**config.mk**
```make
export PLATFORM = sky130hd
export DESIGN_NAME = addr_latch8_sync
export DESIGN_NICKNAME = d
export VERILOG_FILES = /design/src/rtl/ttl_pkg.sv /design/src/rtl/addr_dec_n.sv /design/src/rtl/addr_latch8_sync.sv
export SDC_FILE = /design/constraint.sdc
export NUM_CORES = 1
export LEC_CHECK = 0
export BUFFER_PORTS_ARGS = -buffer_cell sky130_fd_sc_hd__buf_2
export CAP_MARGIN = 0
export CORE_MARGIN = 2
export CORE_UTILIZATION = 30
export CTS_CLUSTER_DIAMETER = 50
export CTS_CLUSTER_SIZE = 40
export DETAILED_ROUTE_END_ITERATION = 16
export PLACE_DENSITY = 0.54
export SYNTH_ARGS = -nofsm -noshare
export SYNTH_HDL_FRONTEND = slang
export SYNTH_HIERARCHICAL = 1
export SYNTH_SLANG_ARGS = --single-unit
```
**constraint.sdc**
```tcl
create_clock -name clk -period 2.8 [get_ports clk]
set_clock_uncertainty 0.15 [all_clocks]
set_input_delay 0.14 -clock clk [delete_from_list [all_inputs] [get_ports clk]]
set_output_delay 0.14 -clock clk [all_outputs]
set_load 0.05 [all_outputs]
```
**src/rtl/ttl_pkg.sv**
```systemverilog
// Shared definitions for the TTL-style latch/selector family.
// Mode is the concatenation {g, clr}; both are active-low.
package ttl_pkg;

  typedef logic [1:0] mode_t;

  localparam mode_t MODE_DEMUX = 2'b00;
  localparam mode_t MODE_LATCH = 2'b01;
  localparam mode_t MODE_CLR   = 2'b10;
  localparam mode_t MODE_MEM   = 2'b11;

  function automatic int clog2(input int value);
    int r;
    r = 0;
    while ((1 << r) < value) r++;
    return r;
  endfunction

endpackage

```
**src/rtl/addr_dec_n.sv**
```systemverilog
// Combinational ADDR_W-to-N one-hot decoder with enable.
module addr_dec_n #(
  parameter int ADDR_W = 3,
  parameter int N      = 2**ADDR_W
) (
  input  logic [ADDR_W-1:0] addr,
  input  logic              en,
  output logic [N-1:0]      onehot
);

  for (genvar i = 0; i < N; i++) begin : g_lane
    assign onehot[i] = en && (addr == ADDR_W'(i));
  end

endmodule

```
**src/rtl/addr_latch8_sync.sv**
```systemverilog
// Clocked 1-to-N addressable latch (74LS259 mode set) with an auto-increment
// pointer and a frame-done pulse after each full N-bit sweep.
module addr_latch8_sync
  import ttl_pkg::*;
#(
  parameter int ADDR_W = 3,
  parameter int N      = 2**ADDR_W
) (
  input  logic              clk,
  input  logic              rst,
  input  logic              d,
  input  logic [ADDR_W-1:0] sel,
  input  logic              g,
  input  logic              clr,
  input  logic              inc,
  output logic [N-1:0]      q,
  output logic              y,
  output logic [ADDR_W-1:0] ptr,
  output logic              done
);

  localparam logic [ADDR_W-1:0] PTR_LAST = ADDR_W'(N - 1);

  logic [ADDR_W-1:0] addr;
  logic [N-1:0]      hit;
  mode_t             mode;
  logic              adv;

  assign addr = inc ? ptr : sel;
  assign mode = {g, clr};
  assign adv  = !g && inc;
  assign y    = q[addr];

  addr_dec_n #(.ADDR_W(ADDR_W), .N(N)) u_dec (
    .addr   (addr),
    .en     (1'b1),
    .onehot (hit)
  );

  // Per-bit update keeps an X on d confined to the addressed bit.
  always_ff @(posedge clk) begin
    if (rst) begin
      q <= '0;
    end else begin
      for (int i = 0; i < N; i++) begin
        unique case (mode)
          MODE_LATCH: if (hit[i]) q[i] <= d;
          MODE_DEMUX: q[i] <= hit[i] ? d : 1'b0;
          MODE_CLR:   q[i] <= 1'b0;
          default:    q[i] <= q[i];
        endcase
      end
    end
  end

  // Clear-mode zeroing of the pointer is not a sweep completion.
  always_ff @(posedge clk) begin
    if (rst) begin
      ptr  <= '0;
      done <= 1'b0;
    end else begin
      done <= adv && (ptr == PTR_LAST);
      if (mode == MODE_CLR) ptr <= '0;
      else if (adv)         ptr <= ptr + 1'b1;
    end
  end

endmodule
```
## After elaboration in Yosys (flattened, before gate mapping)

Index checks and enable logic that the tools add are counted.

- Register bits: 12
- Output and inout port bits: 13
- Input bits: 9

- Add/subtract/negate cells: 1
- Magnitude comparators: 1
- Multiplexer cells: 27
- Equal/unequal tests: 18
- Reductions and logical operators: 15

Operators by type and width:

| operator | count |
|---|---|
| $pmux 1 s3 | 8 |
| $mux 1 | 17 |
| $ne 2x2->1 const B | 8 |
| $reduce_and 2->1 | 8 |
| $eq 3x3->1 const B | 5 |
| $eq 3x2->1 const B | 2 |
| $lt 3x4->1 const B | 1 |
| $add 3x1->3 const B | 1 |
| $bmux 1 s3 | 1 |
| $eq 3x1->1 const B | 1 |
| $logic_not 3->1 | 1 |
| $mux 3 | 1 |
| $reduce_bool 3->1 | 1 |
| $eq 2x1->1 const B | 1 |
| $eq 2x2->1 const B | 1 |
| $logic_and 1x1->1 | 2 |
| $logic_not 2->1 | 1 |
| $reduce_or 2->1 | 1 |
| $logic_not 1->1 | 1 |

## Logic depth before layout (Yosys ltp)

Gate-level depths: netlist of the first run.

- Word-level depth: 4
- Depth in mapped cells: 6
- Mapped depth without buffers: 6

## Modules after synthesis

Netlist of the first run, hierarchy kept.

By module, submodules not included:

| module | area an instance (µm²) | times used | seq. area each (µm²) | cells an instance |
|---|---|---|---|---|
| addr_latch8_sync | 651.9 | 1 | 240.2 | 73 |
| addr_dec_n | 96.3 | 1 | 0.0 | 8 |

## Least setup slack after synthesis of the first run

OpenSTA, ideal clock, no wires.

- Path kind: reg2out
- Start point: register ptr[0]
- End point: output port y
- Data arrival time: 1772 ps
- Stages on the path, launching flop included: 4
- Setup slack: 738 ps
- Path through: dfxtp_1 > mux2i_1 > mux4_1 > mux2_2

- Word-level cells in the longest chain between the ends: 3

Ends and longest elaborated chain:

| item | RTL line | RTL |
|---|---|---|
| start, declared | addr_latch8_sync.sv:18 | `output logic [ADDR_W-1:0] ptr,` |
| start signal, assigned | addr_latch8_sync.sv:64 | `else if (adv) ptr <= ptr + 1'b1;` |
| $mux 3 | addr_latch8_sync.sv:29 | `assign addr = inc ? ptr : sel;` |
| $bmux 1 s3 | addr_latch8_sync.sv:32 | `assign y = q[addr];` |
| $mux 1 (not written as such) | addr_latch8_sync.sv:32 |  |
| end, declared | addr_latch8_sync.sv:17 | `output logic y,` |

No other way between the ends. The select of a mux whose other input is x is not followed.

## Worst setup path in the final report of the first run

Same ends and word-level chain as after synthesis.

==> summary.txt, run 1 <==
Status
  – Status: complete, no violations

STA
  – Setup violations, final: 0
  – Max Freq: approximately 0.44 GHz
  – Final Hold Violating Endpoints: 0
  – Worst Hold Margin: around 0.047 ns
  – Min cycle time layout: between 2 and 2.5 ns
  – Worst Setup Slack, final: approximately 0.5 ns
  – RSZ-0062 raised after global routing: false
  – Final worst path period share: around 82%
  – Final setup TNS: 0 ns
  – Fin. max-slew vios: 0

Floorplanning
  – Row count: 18
  – IO Count: 22
  – Die Wd: between 50 and 60 µm
  – Die Area: approximately 0.0029 mm²
  – Initial Utilization: a little under a third
  – Core area: between 0.002 and 0.0025 mm²
  – Die height: 53.9 µm

Drt
  – DRC violations left: 0
  – Routed vias: 707
  – DRC marker count from the first detailed-route iteration: 8
  – Pre-antenna DRT Iters: 4
  – Vias/cell: just over 5
  – Final wirelength: approximately 1900 µm
  – WL/cell: 13.5 µm
  – ANT nets after route: 0

Synth
  – Main combinational cell family by area after synthesis: simple AND/OR/NAND/NOR gates
  – Synth area leader: dfxtp_1
  – Synth Area in XOR/XNOR: 0%
  – Commonest cells post-synth: dfxtp_1, a21oi_1, inv_1
  – Syn_area_per_cell: 9.24 µm²
  – Synth cell types: 21
  – Mux contribution to synthesized area: around an eighth
  – Ys Warns: 6
  – Compound-gate portion of the synthesized area: 15.4%
  – Post-synth ARST share: 0%
  – Yosys reg bits: 12
  – Synth Flop Type: dfxtp_1
  – Simple-gate portion of the synthesized area: 28.4%
  – Post-synth EDFFs: 0
  – Synth top area cells: dfxtp_1, nand3b_1, o211ai_1, a21oi_1, mux4_1
  – Post-synthesis adder-cell area fraction: approximately 3.3%
  – Register area share after synthesis: 32.1%
  – Synthesized area: approximately 750 µm²
  – Count leader, synth: dfxtp_1
  – Cells after synthesis: between 80 and 90
  – Synth top area share: around 32%

Power
  – PD cells: between 400 and 500 mW/mm²
  – VDD IR max: 0.134 mV
  – Pleak: 0.413 nW

Critical path
  – Worst setup SP type: flip-flop
  – Critical path's slowest cell: mux4_1
  – CP required: ~2.5 ns
  – CP Class: reg2out
  – CP peak stage delay: between 0.5 and 0.6 ns
  – Arr. time, crit path: between 2 and 2.5 ns
  – Crit end category: primary output
  – Worst-path cell chain: mux2i_1 -> mux4_1 -> mux2_2 -> buf_2
  – Worst path top cell family by delay: multiplexers
  – Maximum fanout along the worst path: 5
  – CP bufs+invs: 1

GRT
  – Largest net degree at the start of global routing: 20
  – Vias in the first global route: approximately 600
  – First-pass GRT wire length: between 2000 and 3000 µm
  – Initial antenna violation count: 0
  – Total track usage: approximately 14%
  – Global route overflow: 0

Clocking
  – Root buf cell: clkbuf_4
  – Worst skew pair latency: around 0.28 ns
  – Post-CTS Setup Repair Bufs: 0
  – Clock sinks: 12
  – Post-CTS sizing: 0
  – H-tree levels: 1
  – Total CTS buffers: 3
  – CTS tree: done
  – Cts hold-fix bufs: 0
  – Longest Clk Path Bufs: 2
  – Clock slew at reported path FFs: around 0.08 ns

Cells and area
  – Final net count: 120
  – Share of cells above drive strength 1: 32.4%
  – Antenna diodes: 0
  – Sequential Area: between 200 and 250 µm²
  – Fin cells: approximately 140
  – Synthesis-to-finish area growth: 24.9%
  – Multi-input gate area: about 480 µm²
  – # fillers: roughly 240

Place
  – GP Congestion: 0.744
  – Place WS: 0.811 ns
  – Placed cell count: roughly 130
  – Port Buffers: 21
  – Post-DP HPWL: about 1300 µm

Flow run
  – Max-Cap Viols: 0

Min path
  – HP Class: in2reg
worst min-delay path, stage by stage:
cell and delay [ns]:
buf_2 0.15, nand3b_1 0.09, a21oi_1 0.05
flip-flops by register name (all words and copies together) (netlist names):
| signal | cells |
|---|---|
| q | 8 |
| ptr | 3 |
| done | 1 |
cells in the final DEF, fill, tap and decap left out, types with 3 or more instances in the layout:
cell and count:
dfxtp_1 12, conb_1 8, buf_2 21, a21oi_1 11, inv_1 10, o211ai_1 8
nand3b_1 8, nand3_1 3, and4bb_2 3, clkbuf_4 3, and4b_2 3
final cells by class:
type / count / area share [%]
Multi-Input combinational cell: 61 / 51.1
Sequential cell: 12 / 25.7
Timing Repair Buffer: 21 / 11.2
Inverter: 10 / 4.02
Tap cell: 30 / 4.02
Clock buffer: 4 / 3.88
cells by family after synthesis:
logic type | after synthesis
flops | 12
other cells | 1
buf+inv | 15
simple gates | 26
fa+ha+maj | 2
compound gates | 19
mux | 6
stage by stage:
stage	area (µm²)	util [%]	power [mW]
2_1_floorplan	774	-	0.221
3_3_place_gp	898	37.3	0.236
3_5_place_dp	898	37.3	0.238
4_1_cts	935	38.8	0.382
5_1_grt	935	38.8	0.399
6_report	935	38.8	0.380
path summary, 6_finish.rpt:
path	slack, ns	depth (start not counted)	endpoint	start
setup / recovery	0.50	4	y	ptr[0]
hold / removal	0.05	3	q[5]	d
setup reg to reg	1.03	6	q[0]	ptr[0]
hold reg to reg	0.36	2	q[5]	q[5]
where the power goes:
group | total [mW] | switching [mW] | leakage [nW] | internal, mW
clock network | 0.147 | 0.0673 | 0.0210 | 0.0792
logic | 0.0588 | 0.0379 | 0.295 | 0.0209
registers | 0.175 | 0.00227 | 0.0969 | 0.173
routing by layer:
metal	vias up	global-route usage, %	share of wire (%)
met4	0	8.97	2.0
met1	337	17.4	42
met3	4	2.22	5.7
met5	-	0	0
met2	23	24.0	50
li1	343	-	-
Power figures use the tool's default switching activity.
==> inputs of run 2 (changes only) <==
==> constraint.sdc (replaced) <==
create_clock -name clk -period 2.4 [get_ports clk]
set_clock_uncertainty 0.15 [all_clocks]
set_input_delay 0.12 -clock clk [delete_from_list [all_inputs] [get_ports clk]]
set_output_delay 0.12 -clock clk [all_outputs]
set_load 0.05 [all_outputs]
==> run 2 against run 1 <==
Effect of this change: final area is the same; sequential share of layout area is the same; worst setup slack lost 0.39 ns; critical path depth is the same; final cell count is the same; wire length grew 4.3%; via count shrank 3.8%; die area is the same; utilization is the same; global-route usage grew 1.0 points; register-to-register slack lost 0.40 ns; power grew 15%.
==> summary.txt, run 2 (synthesized netlist as in run 1, its figures left out) <==
GRT
  – Global route overflow: 0 (unchanged)
  – Vias in the first global route: 678 (+12%)
  – First-pass GRT wire length: 3150 µm (+9.1%)
  – Largest net degree at the start of global routing: 20 (unchanged)
  – Total track usage: 15.5% (+1.0 points)
  – Initial antenna violation count: 0 (unchanged)

Clocking
  – Root buf cell: clkbuf_4
  – Post-CTS Setup Repair Bufs: 0 (unchanged)
  – CTS tree: done
  – Worst skew pair latency: 0.27 ns (about the same)
  – Clock slew at reported path FFs: 0.08 ns (about the same)
  – Clock sinks: 12 (unchanged)
  – Total CTS buffers: 3 (unchanged)
  – Post-CTS sizing: 0 (unchanged)
  – H-tree levels: 1 (unchanged)
  – Cts hold-fix bufs: 0 (unchanged)
  – Longest Clk Path Bufs: 2 (unchanged)

STA
  – Max Freq: around 0.44 GHz
  – Final setup TNS: 0 ns (unchanged)
  – Final worst path period share: 95.5%
  – Final Hold Violating Endpoints: 0 (unchanged)
  – Worst Hold Margin: 0.0338 ns (-0.0135 ns)
  – Setup violations, final: 0 (unchanged)
  – Fin. max-slew vios: 0 (unchanged)
  – RSZ-0062 raised after global routing: false
  – Min cycle time layout: 2.29 ns

Critical path
  – Arr. time, crit path: 2.02 ns (about the same)
  – CP Class: reg2out
  – Critical path's slowest cell: mux4_1
  – CP required: 2.13 ns (-0.38 ns)
  – Maximum fanout along the worst path: 5 (unchanged)
  – Worst-path cell chain: mux2i_1 -> mux4_1 -> mux2_2 -> buf_2
  – Crit end category: primary output
  – CP peak stage delay: 0.60 ns (+0.02 ns)
  – Worst setup SP type: flip-flop
  – Reg2Reg Setup Slack: 0.63 ns (-0.40 ns)

Power
  – Total Power: 0.439 mW (+15%)
  – Pleak: 0.413 nW (unchanged)
  – VDD IR max: 0.159 mV (+19%)
  – PD cells: 470 mW/mm² (+15%)

Flow run
  – Max-Cap Viols: 0 (unchanged)

Cells and area
  – Largest registers: q (8), ptr (3), done (1)
  – Max reg flops: 8 (unchanged)
  – Most frequent cells in the layout: buf_2, dfxtp_1, a21oi_1
  – Final net count: 120 (unchanged)
  – Share of cells above drive strength 1: 32.4% (unchanged)
  – Antenna diodes: 0 (unchanged)
  – Largest reg by FF count: q
  – Synthesis-to-finish area growth: 24.9% (unchanged)
  – Commonest non-fill, non-tap cell in the layout: buf_2

Floorplanning
  – Die height: 53.9 µm (unchanged)
  – Core area: 0.00241 mm² (unchanged)
  – Die Area: 0.00291 mm² (unchanged)
  – Initial Utilization: 31.0% (unchanged)
  – Die Wd: 53.9 µm (unchanged)
  – IO Count: 22 (unchanged)
  – Row count: 18 (unchanged)

Place
  – Port Buffers: 21 (unchanged)
  – GP Congestion: 0.747 (+0.38%)
  – Post-DP HPWL: 1430 µm (+7.5%)

Drt
  – ANT nets after route: 0 (unchanged)
  – Vias/cell: 4.93 (-3.8%)
  – Pre-antenna DRT Iters: 3 (-1)
  – Final wirelength: 1940 µm (+4.3%)
  – WL/cell: 14.1 µm (+4.3%)
  – DRC violations left: 0 (unchanged)
  – DRC marker count from the first detailed-route iteration: 4 (-4)
  – Routed vias: 680 (-3.8%)

Min path
  – HP Class: in2reg

Status
  – Status: complete, no violations
[run 2: cell counts in the layout (fill, tap and decap cells not counted)]
Identical to the previous run, type by type.
[run 2: layout make-up]
cell class	instances	area (µm²)
fillers	245	1480
multi-input cells	61	478
flip-flops and latches	12	240
repair buffers	21	105
inverters	10	37.5
well taps	30	37.5
clock buffers	4	36.3
[run 2: final timing paths]
check | depth (start not counted) | start | endpoint
max | 4 | ptr[0] | y
max reg2reg | 6 | ptr[0] | q[0]
min | 3 | d | q[2]
min reg2reg | 2 | ptr[2] | ptr[2]
[run 2: metal layers]
layer	vias up	part of all wire, %	global-route usage [%]
met4	0	1.4	8.97
met1	325	42	18.0
li1	341	-	-
met5	-	0	0
met2	12	54	27.2
met3	2	3.0	1.67
[run 2: critical path, delay by kind of cell, from the launching register on]
| kind | cells | cell delay (ns) |
|---|---|---|
| mux | 3 | 1.18 |
| flops | 1 | 0.36 |
| buf+inv | 1 | 0.21 |
[run 2: stage by stage]
stage	instance area [µm²]	instances	utilization, %	worst slack (ns)
floorplan	774	88	-	0.358
global placement	898	134	37.3	0.474
detailed placement	898	134	37.3	0.410
CTS	935	138	38.8	0.0948
global route	935	138	38.8	0.0334
finish	935	138	38.8	0.109
[run 2: power by group]
| group | switching (mW) | internal, mW | total, mW |
|---|---|---|---|
| sequential | 0.00290 | 0.202 | 0.205 |
| combinational | 0.0441 | 0.0244 | 0.0685 |
| clock | 0.0740 | 0.0922 | 0.166 |
